[src/rtl/guess_game_pkg.sv]
// -----------------------------------------------------------------------------
// guess_game_pkg
//   Shared definitions for the number-guessing game sequencer.
//   - state_e   : sequencer FSM states
//   - LFSR_SEED : LFSR value after reset (never zero)
//   - LFSR_TAPS : feedback mask for the 8-bit Fibonacci LFSR (taps 8,6,5,4)
//   - lfsr_next : one shift-left step of the LFSR
// -----------------------------------------------------------------------------
package guess_game_pkg;

    typedef enum logic [2:0] {
        S_SEED  = 3'd0,
        S_LOAD  = 3'd1,
        S_WAIT  = 3'd2,
        S_CHECK = 3'd3,
        S_WIN   = 3'd4,
        S_LOSE  = 3'd5
    } state_e;

    localparam logic [7:0] LFSR_SEED = 8'h01;
    localparam logic [7:0] LFSR_TAPS = 8'hB8;

    // Shift left, feedback = XOR of bits 7,5,4,3 (polynomial taps 8,6,5,4).
    // Starting from a non-zero seed this sequence never reaches zero.
    function automatic logic [7:0] lfsr_next(input logic [7:0] cur);
        return {cur[6:0], ^(cur & LFSR_TAPS)};
    endfunction

endpackage

[src/rtl/guess_game_sequencer_button.sv]
// -----------------------------------------------------------------------------
// button_conditioner
//   Turns a raw, bouncing, asynchronous button level into a single-cycle
//   press pulse.
//   Ports:
//     clk_i    : system clock
//     rst_ni   : asynchronous active-low reset
//     enter_i  : raw button level, asynchronous to clk_i
//     press_o  : one-cycle pulse on a debounced 0->1 transition
//   Behaviour:
//     A 2-flop synchronizer feeds a debounce counter. The debounced level
//     only changes after DB_CYCLES consecutive cycles of a new synchronized
//     value. press_o is asserted in the cycle whose clock edge commits the
//     debounced rise, so the raw-edge to press latency is 2 + DB_CYCLES.
// -----------------------------------------------------------------------------
module button_conditioner #(
    parameter int DB_CYCLES = 4
) (
    input  logic clk_i,
    input  logic rst_ni,
    input  logic enter_i,
    output logic press_o
);

    localparam int              CW       = $clog2(DB_CYCLES + 1);
    localparam logic [CW-1:0]   CNT_LAST = CW'(DB_CYCLES - 1);

    logic          sync1_q;
    logic          sync2_q;
    logic          level_q;
    logic          level_d;
    logic [CW-1:0] cnt_q;
    logic [CW-1:0] cnt_d;
    logic          press;

    always_ff @(posedge clk_i or negedge rst_ni) begin
        if (!rst_ni) begin
            sync1_q <= 1'b0;
            sync2_q <= 1'b0;
            level_q <= 1'b0;
            cnt_q   <= '0;
        end else begin
            sync1_q <= enter_i;
            sync2_q <= sync1_q;
            level_q <= level_d;
            cnt_q   <= cnt_d;
        end
    end

    // cnt_q counts how many consecutive synchronized samples already
    // disagreed with level_q. The DB_CYCLES-th disagreeing sample flips the
    // level; any agreeing sample restarts the count.
    always_comb begin
        cnt_d   = '0;
        level_d = level_q;
        press   = 1'b0;
        if (sync2_q != level_q) begin
            if (cnt_q == CNT_LAST) begin
                level_d = sync2_q;
                press   = sync2_q;
            end else begin
                cnt_d = cnt_q + CW'(1);
            end
        end
    end

    assign press_o = press;

endmodule

[src/rtl/guess_game_sequencer.sv]
// -----------------------------------------------------------------------------
// guess_game_sequencer
//   Top-level sequencer of the number-guessing game. Conditions the enter
//   button, picks a pseudo-random target from a free-running LFSR, hands it
//   to the guess datapath, samples the datapath compare flags once per
//   accepted guess, counts attempts and ends the game in WIN or LOSE.
//   Ports:
//     clk            : system clock
//     reset          : asynchronous active-low reset
//     i_enter        : raw enter button level (asynchronous)
//     i_new_game     : synchronous restart request (level)
//     i_over/under/equal : datapath compare flags (guess vs target)
//     o_load_target  : one-cycle strobe, datapath captures o_target
//     o_target       : captured target value
//     o_over/under/equal : registered LED copies of the compare flags
//     o_attempts     : guesses consumed in this game (saturating)
//     o_win / o_lose : high while in S_WIN / S_LOSE
//     o_dbg_state    : current FSM state
//     o_dbg_lfsr     : current LFSR value
//
//   Load strobe contract: o_load_target is a single-cycle strobe with no
//   back-pressure; o_target is already valid in the strobe cycle and stays
//   stable until the next strobe, so the datapath may capture it in that
//   cycle and nothing has to be acknowledged.
// -----------------------------------------------------------------------------
module guess_game_sequencer
    import guess_game_pkg::*;
#(
    parameter int MAX_ATTEMPTS = 8,
    parameter int DB_CYCLES    = 4
) (
    input  logic       clk,
    input  logic       reset,
    input  logic       i_enter,
    input  logic       i_new_game,
    input  logic       i_over,
    input  logic       i_under,
    input  logic       i_equal,
    output logic       o_load_target,
    output logic [7:0] o_target,
    output logic       o_over,
    output logic       o_under,
    output logic       o_equal,
    output logic [3:0] o_attempts,
    output logic       o_win,
    output logic       o_lose,
    output state_e     o_dbg_state,
    output logic [7:0] o_dbg_lfsr
);

    localparam logic [3:0] MAX_A = 4'(MAX_ATTEMPTS);

    logic       press;
    logic [7:0] lfsr_q;
    logic [7:0] lfsr_d;
    state_e     state_q;
    logic [7:0] target_q;
    logic       load_q;
    logic       over_q;
    logic       under_q;
    logic       equal_q;
    logic [3:0] attempts_q;
    logic [3:0] attempts_d;
    logic       win_q;
    logic       lose_q;

    // -------------------------------------------------------------------------
    // Enter button conditioning
    // -------------------------------------------------------------------------
    button_conditioner #(
        .DB_CYCLES (DB_CYCLES)
    ) u_button (
        .clk_i   (clk),
        .rst_ni  (reset),
        .enter_i (i_enter),
        .press_o (press)
    );

    // -------------------------------------------------------------------------
    // Free-running LFSR: steps every cycle in every state, so the target
    // depends on how long the player took to press enter.
    // -------------------------------------------------------------------------
    assign lfsr_d = lfsr_next(lfsr_q);

    always_ff @(posedge clk or negedge reset) begin
        if (!reset) begin
            lfsr_q <= LFSR_SEED;
        end else begin
            lfsr_q <= lfsr_d;
        end
    end

    // Attempt counter never wraps; in practice the FSM leaves for S_LOSE
    // when the count reaches MAX_ATTEMPTS, this only guards the boundary.
    assign attempts_d = (attempts_q == MAX_A) ? attempts_q : attempts_q + 4'd1;

    // -------------------------------------------------------------------------
    // Game FSM with registered outputs
    // -------------------------------------------------------------------------
    always_ff @(posedge clk or negedge reset) begin
        if (!reset) begin
            state_q    <= S_SEED;
            target_q   <= 8'h00;
            load_q     <= 1'b0;
            over_q     <= 1'b0;
            under_q    <= 1'b0;
            equal_q    <= 1'b0;
            attempts_q <= 4'd0;
            win_q      <= 1'b0;
            lose_q     <= 1'b0;
        end else if (i_new_game) begin
            // Restart wins over a simultaneous press or CHECK outcome.
            // target_q is kept: the datapath still holds it and the next
            // game always reloads a fresh one.
            state_q    <= S_SEED;
            load_q     <= 1'b0;
            over_q     <= 1'b0;
            under_q    <= 1'b0;
            equal_q    <= 1'b0;
            attempts_q <= 4'd0;
            win_q      <= 1'b0;
            lose_q     <= 1'b0;
        end else begin
            load_q <= 1'b0;
            case (state_q)
                S_SEED: begin
                    if (press) begin
                        target_q <= lfsr_q;
                        load_q   <= 1'b1;
                        state_q  <= S_LOAD;
                    end
                end
                S_LOAD: begin
                    attempts_q <= 4'd0;
                    over_q     <= 1'b0;
                    under_q    <= 1'b0;
                    equal_q    <= 1'b0;
                    state_q    <= S_WAIT;
                end
                S_WAIT: begin
                    if (press) begin
                        state_q <= S_CHECK;
                    end
                end
                S_CHECK: begin
                    // The datapath compared against a target loaded at
                    // least two cycles ago, so its flags are settled here.
                    over_q     <= i_over;
                    under_q    <= i_under;
                    equal_q    <= i_equal;
                    attempts_q <= attempts_d;
                    if (i_equal) begin
                        win_q   <= 1'b1;
                        state_q <= S_WIN;
                    end else if (attempts_d == MAX_A) begin
                        lose_q  <= 1'b1;
                        state_q <= S_LOSE;
                    end else begin
                        state_q <= S_WAIT;
                    end
                end
                S_WIN, S_LOSE: begin
                    // Terminal: only i_new_game or reset leaves.
                end
                default: begin
                    state_q <= S_SEED;
                end
            endcase
        end
    end

    assign o_load_target = load_q;
    assign o_target      = target_q;
    assign o_over        = over_q;
    assign o_under       = under_q;
    assign o_equal       = equal_q;
    assign o_attempts    = attempts_q;
    assign o_win         = win_q;
    assign o_lose        = lose_q;
    assign o_dbg_state   = state_q;
    assign o_dbg_lfsr    = lfsr_q;

endmodule

[config.mk]
export PLATFORM = sky130hd
export DESIGN_NAME = guess_game_sequencer
export DESIGN_NICKNAME = d
export VERILOG_FILES = /design/src/rtl/guess_game_pkg.sv /design/src/rtl/guess_game_sequencer_button.sv /design/src/rtl/guess_game_sequencer.sv
export SDC_FILE = /design/constraint.sdc
export NUM_CORES = 1
export LEC_CHECK = 0
export ABC_AREA = 0
export BUFFER_PORTS_ARGS = -buffer_cell sky130_fd_sc_hd__buf_2
export CAP_MARGIN = 20
export CORE_MARGIN = 5
export CORE_UTILIZATION = 35
export CTS_BUF_LIST = sky130_fd_sc_hd__clkbuf_4
export CTS_CLUSTER_SIZE = 10
export DETAILED_ROUTE_END_ITERATION = 16
export PLACE_DENSITY = 0.65
export SLEW_MARGIN = 20
export SYNTH_ARGS = -nofsm -noshare
export SYNTH_HDL_FRONTEND = slang
export SYNTH_HIERARCHICAL = 1
export SYNTH_SLANG_ARGS = --single-unit
[constraint.sdc]
create_clock -name clk -period 1.7 [get_ports clk]
set_input_delay 0.17 -clock clk [delete_from_list [all_inputs] [get_ports clk]]
set_output_delay 0.17 -clock clk [all_outputs]
set_load 0.005 [all_outputs]
# Yosys cells after proc, flatten, opt, wreduce, memory -nomap -nowiden
# Cells that the tools add are included.
# word_totals
regBits	35
inputBits	7
wordCells	71
# op_classes
add_sub_neg	2
n_eq_ne	13
muxes	29
bitwise	1
n_reduce_logical	12
# ops
cell	n
2-to-1 mux 3 bit	7
2-to-1 mux 1 bit	15
case mux 3 bit (5 select lines)	1
equality test 3 x 2 -> 1 bit, second input constant	3
AND reduction 3 bit	3
equality test 4 bit, second input constant	2
2-to-1 mux 4 bit	2
case mux 4 bit (2 select lines)	1
parity 8 bit	1
equality test 3 bit, second input constant	2
!= test 3 bit, second input constant	2
case mux 1 bit (2 select lines)	3
nonzero test 2 bit	3
adder 4 x 1 -> 4 bit, second input constant	1
!= test 2 bit, second input constant	2
AND reduction 2 bit	2
adder 3 x 1 -> 3 bit, second input constant	1
equality test 3 x 1 -> 1 bit, second input constant	1
zero test 3 bit	1
nonzero test 3 bit	1
OR reduction 2 bit	1
!= test 1 bit	1
inverter 1 bit	1

# Logic depth before layout (Yosys ltp)
# logic_depth
ltp_word	7
depth_mapped	6
mapped_depth_nobuf	6

# By module
# Netlist, hierarchy kept.
# by_module_without_submodules
mod	instances	cells_per_inst	area_per_inst_um2	seq_area_each_um2
guess_game_sequencer	1	100	1233.7	726.9
button_conditioner	1	14	239.0	150.1

# Worst setup path after synthesis
# OpenSTA, ideal clock, no wires.
# synth_timing
path_type	reg-to-reg
start	reg u_button.cnt_q[0]
end	reg target_q[0], in the netlist o_target[0]
arrival_ns	1.691
t_required_ns	1.575
slack_ns	-0.116
stages_incl_launch_ff	7
n_path_buf	0
synth_period_minus_slack_ns	1.816
cell_sequence	dfrtp_1 ha_1 nor2b_4 and3b_2 nand2b_1 nor4_4 mux2_2
# synth_via
elab_chain_cells	4
# synth_lines
item	line	source
from (decl)	guess_game_sequencer_button.sv:32	logic [CW-1:0] cnt_q;
from (signal assigned)	guess_game_sequencer_button.sv:46	cnt_q <= cnt_d;
equality test 3 x 2 -> 1 bit	guess_game_sequencer_button.sv:58	if (cnt_q == CNT_LAST) begin
2-to-1 mux 1 bit	guess_game_sequencer_button.sv:58	
2-to-1 mux 1 bit	guess_game_sequencer_button.sv:57	if (sync2_q != level_q) begin
net press	guess_game_sequencer.sv:53	logic press;
AND reduction 3 bit (no source line)	-	
to (signal assigned)	guess_game_sequencer.sv:128	target_q <= lfsr_q;
to (decl)	guess_game_sequencer.sv:57	logic [7:0] target_q;
# The timed path passes the listed nets, and every way through them passes these cells.
# A chain may end at the register's enable or synchronous reset.

# Final worst setup path
# layout_timing
start	reg u_button.cnt_q[0]
end	reg target_q[2], in the netlist o_target[2]
# The elaborated chain is that of the path after synthesis.

==> impl_metrics.py <==
metrics = {
    "outcome": {
        "outcome": "finished, violations left",
        "violations": "negative setup slack",
    },
    "critical_path": {
        "cpPeakStageDelay_ns": 0.38,
        "cp_top_family": "simple AND/OR/NAND/NOR gates",
        "cpMaxStageDelayCell": "dfrtp_1",
        "path_cells": "ha_2 > nor2b_4 > and3b_2 > nand2b_4 > nor4_4 > buf_6 > mux2_2",
        "cp-start-kind": "flop",
        "cp-end-kind": "flop",
        "crit_fanout": 9,
        "arrival_ns": 2.01,
        "path_buf_inv": 1,
        "path_class": "flop to flop",
        "critPathRequiredTime_ns": 1.93,
    },
    "clocking": {
        "cts_tree": "yes",
        "cts_made_buffers": 5,
        "h-tree-depth": 2,
        "clock_sinks": 35,
        "clock-root-buffer": "clkbuf_4",
        "clk_path_buf_depth": 2,
        "path_clk_slew_ns": 0.12,
        "insertion_delay_ns": 0.34,
    },
    "sta": {
        "min_period_ns": 1.77,
        "rsz0062_at_grt": "yes",
        "final-hold-violation-count": 0,
        "drv_slew": 0,
        "worst_slack_ns": -0.0727,
        "worst_pin_slew_ns": 0.743,
        "min_period_over_period_pct": 104,
        "fin_skew_ns": 0.0131,
        "finalSetupTns_ns": -0.505,
        "max_freq_mhz": 564,
        "slew_headroom_pct": 50.5,
        "setup_viol": 8,
    },
    "cells_and_area": {
        "post_route_cells_drive_above_1_share_pct": 43.8,
        "syn2layout_area_growth_pct": 23.0,
        "fillers": 372,
        "final_cell_mix": "buf_2, dfrtp_1, nor2_1",
        "nets": 169,
        "utilization_pct": 45.0,
        "antenna_cells": 0,
        "final_cells": 210,
        "final_common_cell": "buf_2",
    },
    "placed_design": {
        "numPortBuffers": 35,
        "place_inst": 199,
        "gp_congestion": 0.831,
        "hpwl_mm": 2.21,
        "pre_cts_ws_ns": -0.104,
    },
    "drt": {
        "vias_per_cell": 4.77,
        "drc": 0,
        "post_drt_wl_per_cell_um": 14.0,
        "postRouteAntennaNets": 0,
        "routed_wl_mm": 2.95,
        "drt_iter0_markers": 66,
        "drt_pass1_iterations": 4,
        "num_vias": 1002,
    },
    "yosys": {
        "seq_area_frac_synth_pct": 59.6,
        "ys.warnings.count": 6,
        "syn_inst": 114,
        "yosysTopAreaCell": "dfrtp_1",
        "synth-xor-area-share_pct": 2.97,
        "synth-adder-area-share_pct": 2.55,
        "synthMuxAreaShare_pct": 7.14,
        "synth_compound_area_share_pct": 8.16,
        "synth_seq_cells": 35,
        "syn-cell-area_mm2": 0.00147,
        "ys_async_sr_fraction_pct": 100,
        "ys_types": 33,
        "syn_nets": 124,
        "synth_top_family_by_area": "simple AND/OR/NAND/NOR gates",
        "yosysTopAreaCellShare_pct": 57.8,
        "synth.area.top_cells": "dfrtp_1, mux2_2, buf_4, ha_1, xnor2_1",
        "synth_edf_count": 0,
        "yosys.area_share.simple_pct": 14.3,
        "synth.avg_cell_area_um2": 12.9,
        "synth_top_flop_cell": "dfrtp_1",
    },
    "global_route": {
        "antenna_found_initial": 0,
        "grt_max_degree": 36,
        "grt_usage_pct": 11.7,
        "grt_pass1_wl_mm": 4.89,
        "grt.overflow.total": 0,
        "grt_pass1_vias": 1057,
    },
    "power_and_ir_drop": {
        "powerDensity_mw_per_mm2": 867,
        "power_leakage_uw": 0.000935,
        "ir_drop_v": 0.000497,
        "finalPower_uw": 1570,
    },
    "floorplan": {
        "die_area_mm2": 0.00560,
        "die_w_um": 74.9,
        "start_util_pct": 36.6,
        "io_pins": 36,
        "coreArea_mm2": 0.00403,
        "rows": 23,
        "die_y_um": 74.9,
    },
    "job": {
        "max-cap-violations": 0,
    },
    "worst_hold_path": {
        "hold_path_class": "input port to flop",
    },
}
cells in the mapped netlist, types with 2 or more instances:
library cell,instances
nand2b_1,2
xnor2_1,4
buf_4,7
nor3_1,2
nor2_1,9
mux2_2,8
ha_1,3
nand2_1,3
a22o_1,3
or3_1,2
o21ai_0,6
inv_1,4
nand3_1,4
dfrtp_1,34
o22ai_1,2
nor2b_1,4
area by class of cell:
type	instances	area, um^2	share of cell area [%]
sequential	35	877	48.4
inverter	4	15.0	0.829
clock buffer	5	37.5	2.07
multi-input combinational	67	529	29.2
clock inverter	3	23.8	1.31
tap	50	62.6	3.45
timing repair buffer	46	267	14.7
final timing paths:
| path | cells past startpoint | endpoint | slack [ns] | from |
|---|---|---|---|---|
| setup / recovery | 7 | o_target[2]$_DFFE_PN0P_ | -0.07 | u_button/cnt_q[0]$_DFF_PN0_ |
| hold / removal | 2 | o_lose$_DFFE_PN0P_ | 0.04 | i_equal |
| setup reg to reg | 7 | o_target[2]$_DFFE_PN0P_ | -0.07 | u_button/cnt_q[0]$_DFF_PN0_ |
| hold reg to reg | 0 | u_button/sync2_q$_DFF_PN0_ | 0.36 | u_button/sync1_q$_DFF_PN0_ |
| max in group asynchronous | 2 | u_button/cnt_q[2]$_DFF_PN0_ | 0.80 | reset |
| min in group asynchronous | 2 | o_attempts[3]$_DFFE_PN0P_ | 0.41 | reset |
sequential cells by signal, summed over array words and instances, names as in the netlist, 3 cells and up:
register,cells
o_dbg_lfsr,8
o_dbg_state,3
u_button/cnt_q,3
o_attempts,4
o_target,8
timing repair:
| item | 4_1_cts | 5_1_grt |
|---|---|---|
| hold endpoints to repair | 35 | 0 |
| pin swaps | 1 | 1 |
| hold buffers | 2 | 0 |
| setup endpoints to repair | 9 | 10 |
| buffers inserted | 1 | 0 |
| gates resized for setup | 3 | 1 |
| gates cloned | 0 | 0 |
power by group:
part / internal (uW) / total [uW] / switching (uW)
clock: 165 / 464 / 299
combinational: 112 / 202 / 90.3
sequential: 871 / 905 / 33.9
cells by family after synthesis:
logic type	Yosys count
buf+inv	12
simple gates	33
mux	9
flops	35
fa+ha+maj	3
compound gates	17
xor+xnor	5
stage by stage:
| step | instance area, um^2 | hold WS (ns) |
|---|---|---|
| 6_report | 1810 | 0.0446 |
| 5_1_grt | 1810 | 0.0294 |
| 4_1_cts | 1810 | 0.0169 |
| 3_5_place_dp | 1710 | 0.280 |
| 3_3_place_gp | 1710 | 0.274 |
| 2_1_floorplan | 1470 | -0.126 |
routing by layer:
| metal | wire, um | track usage (%) | up-vias |
|---|---|---|---|
| met5 | 0 | 0 | - |
| met1 | 1220 | 13.5 | 493 |
| met3 | 208 | 3.87 | 2 |
| met4 | 15 | 5.53 | 0 |
| li1 | - | - | 481 |
| met2 | 1500 | 19.6 | 26 |
Note: power is estimated with default switching activity, not from simulation.
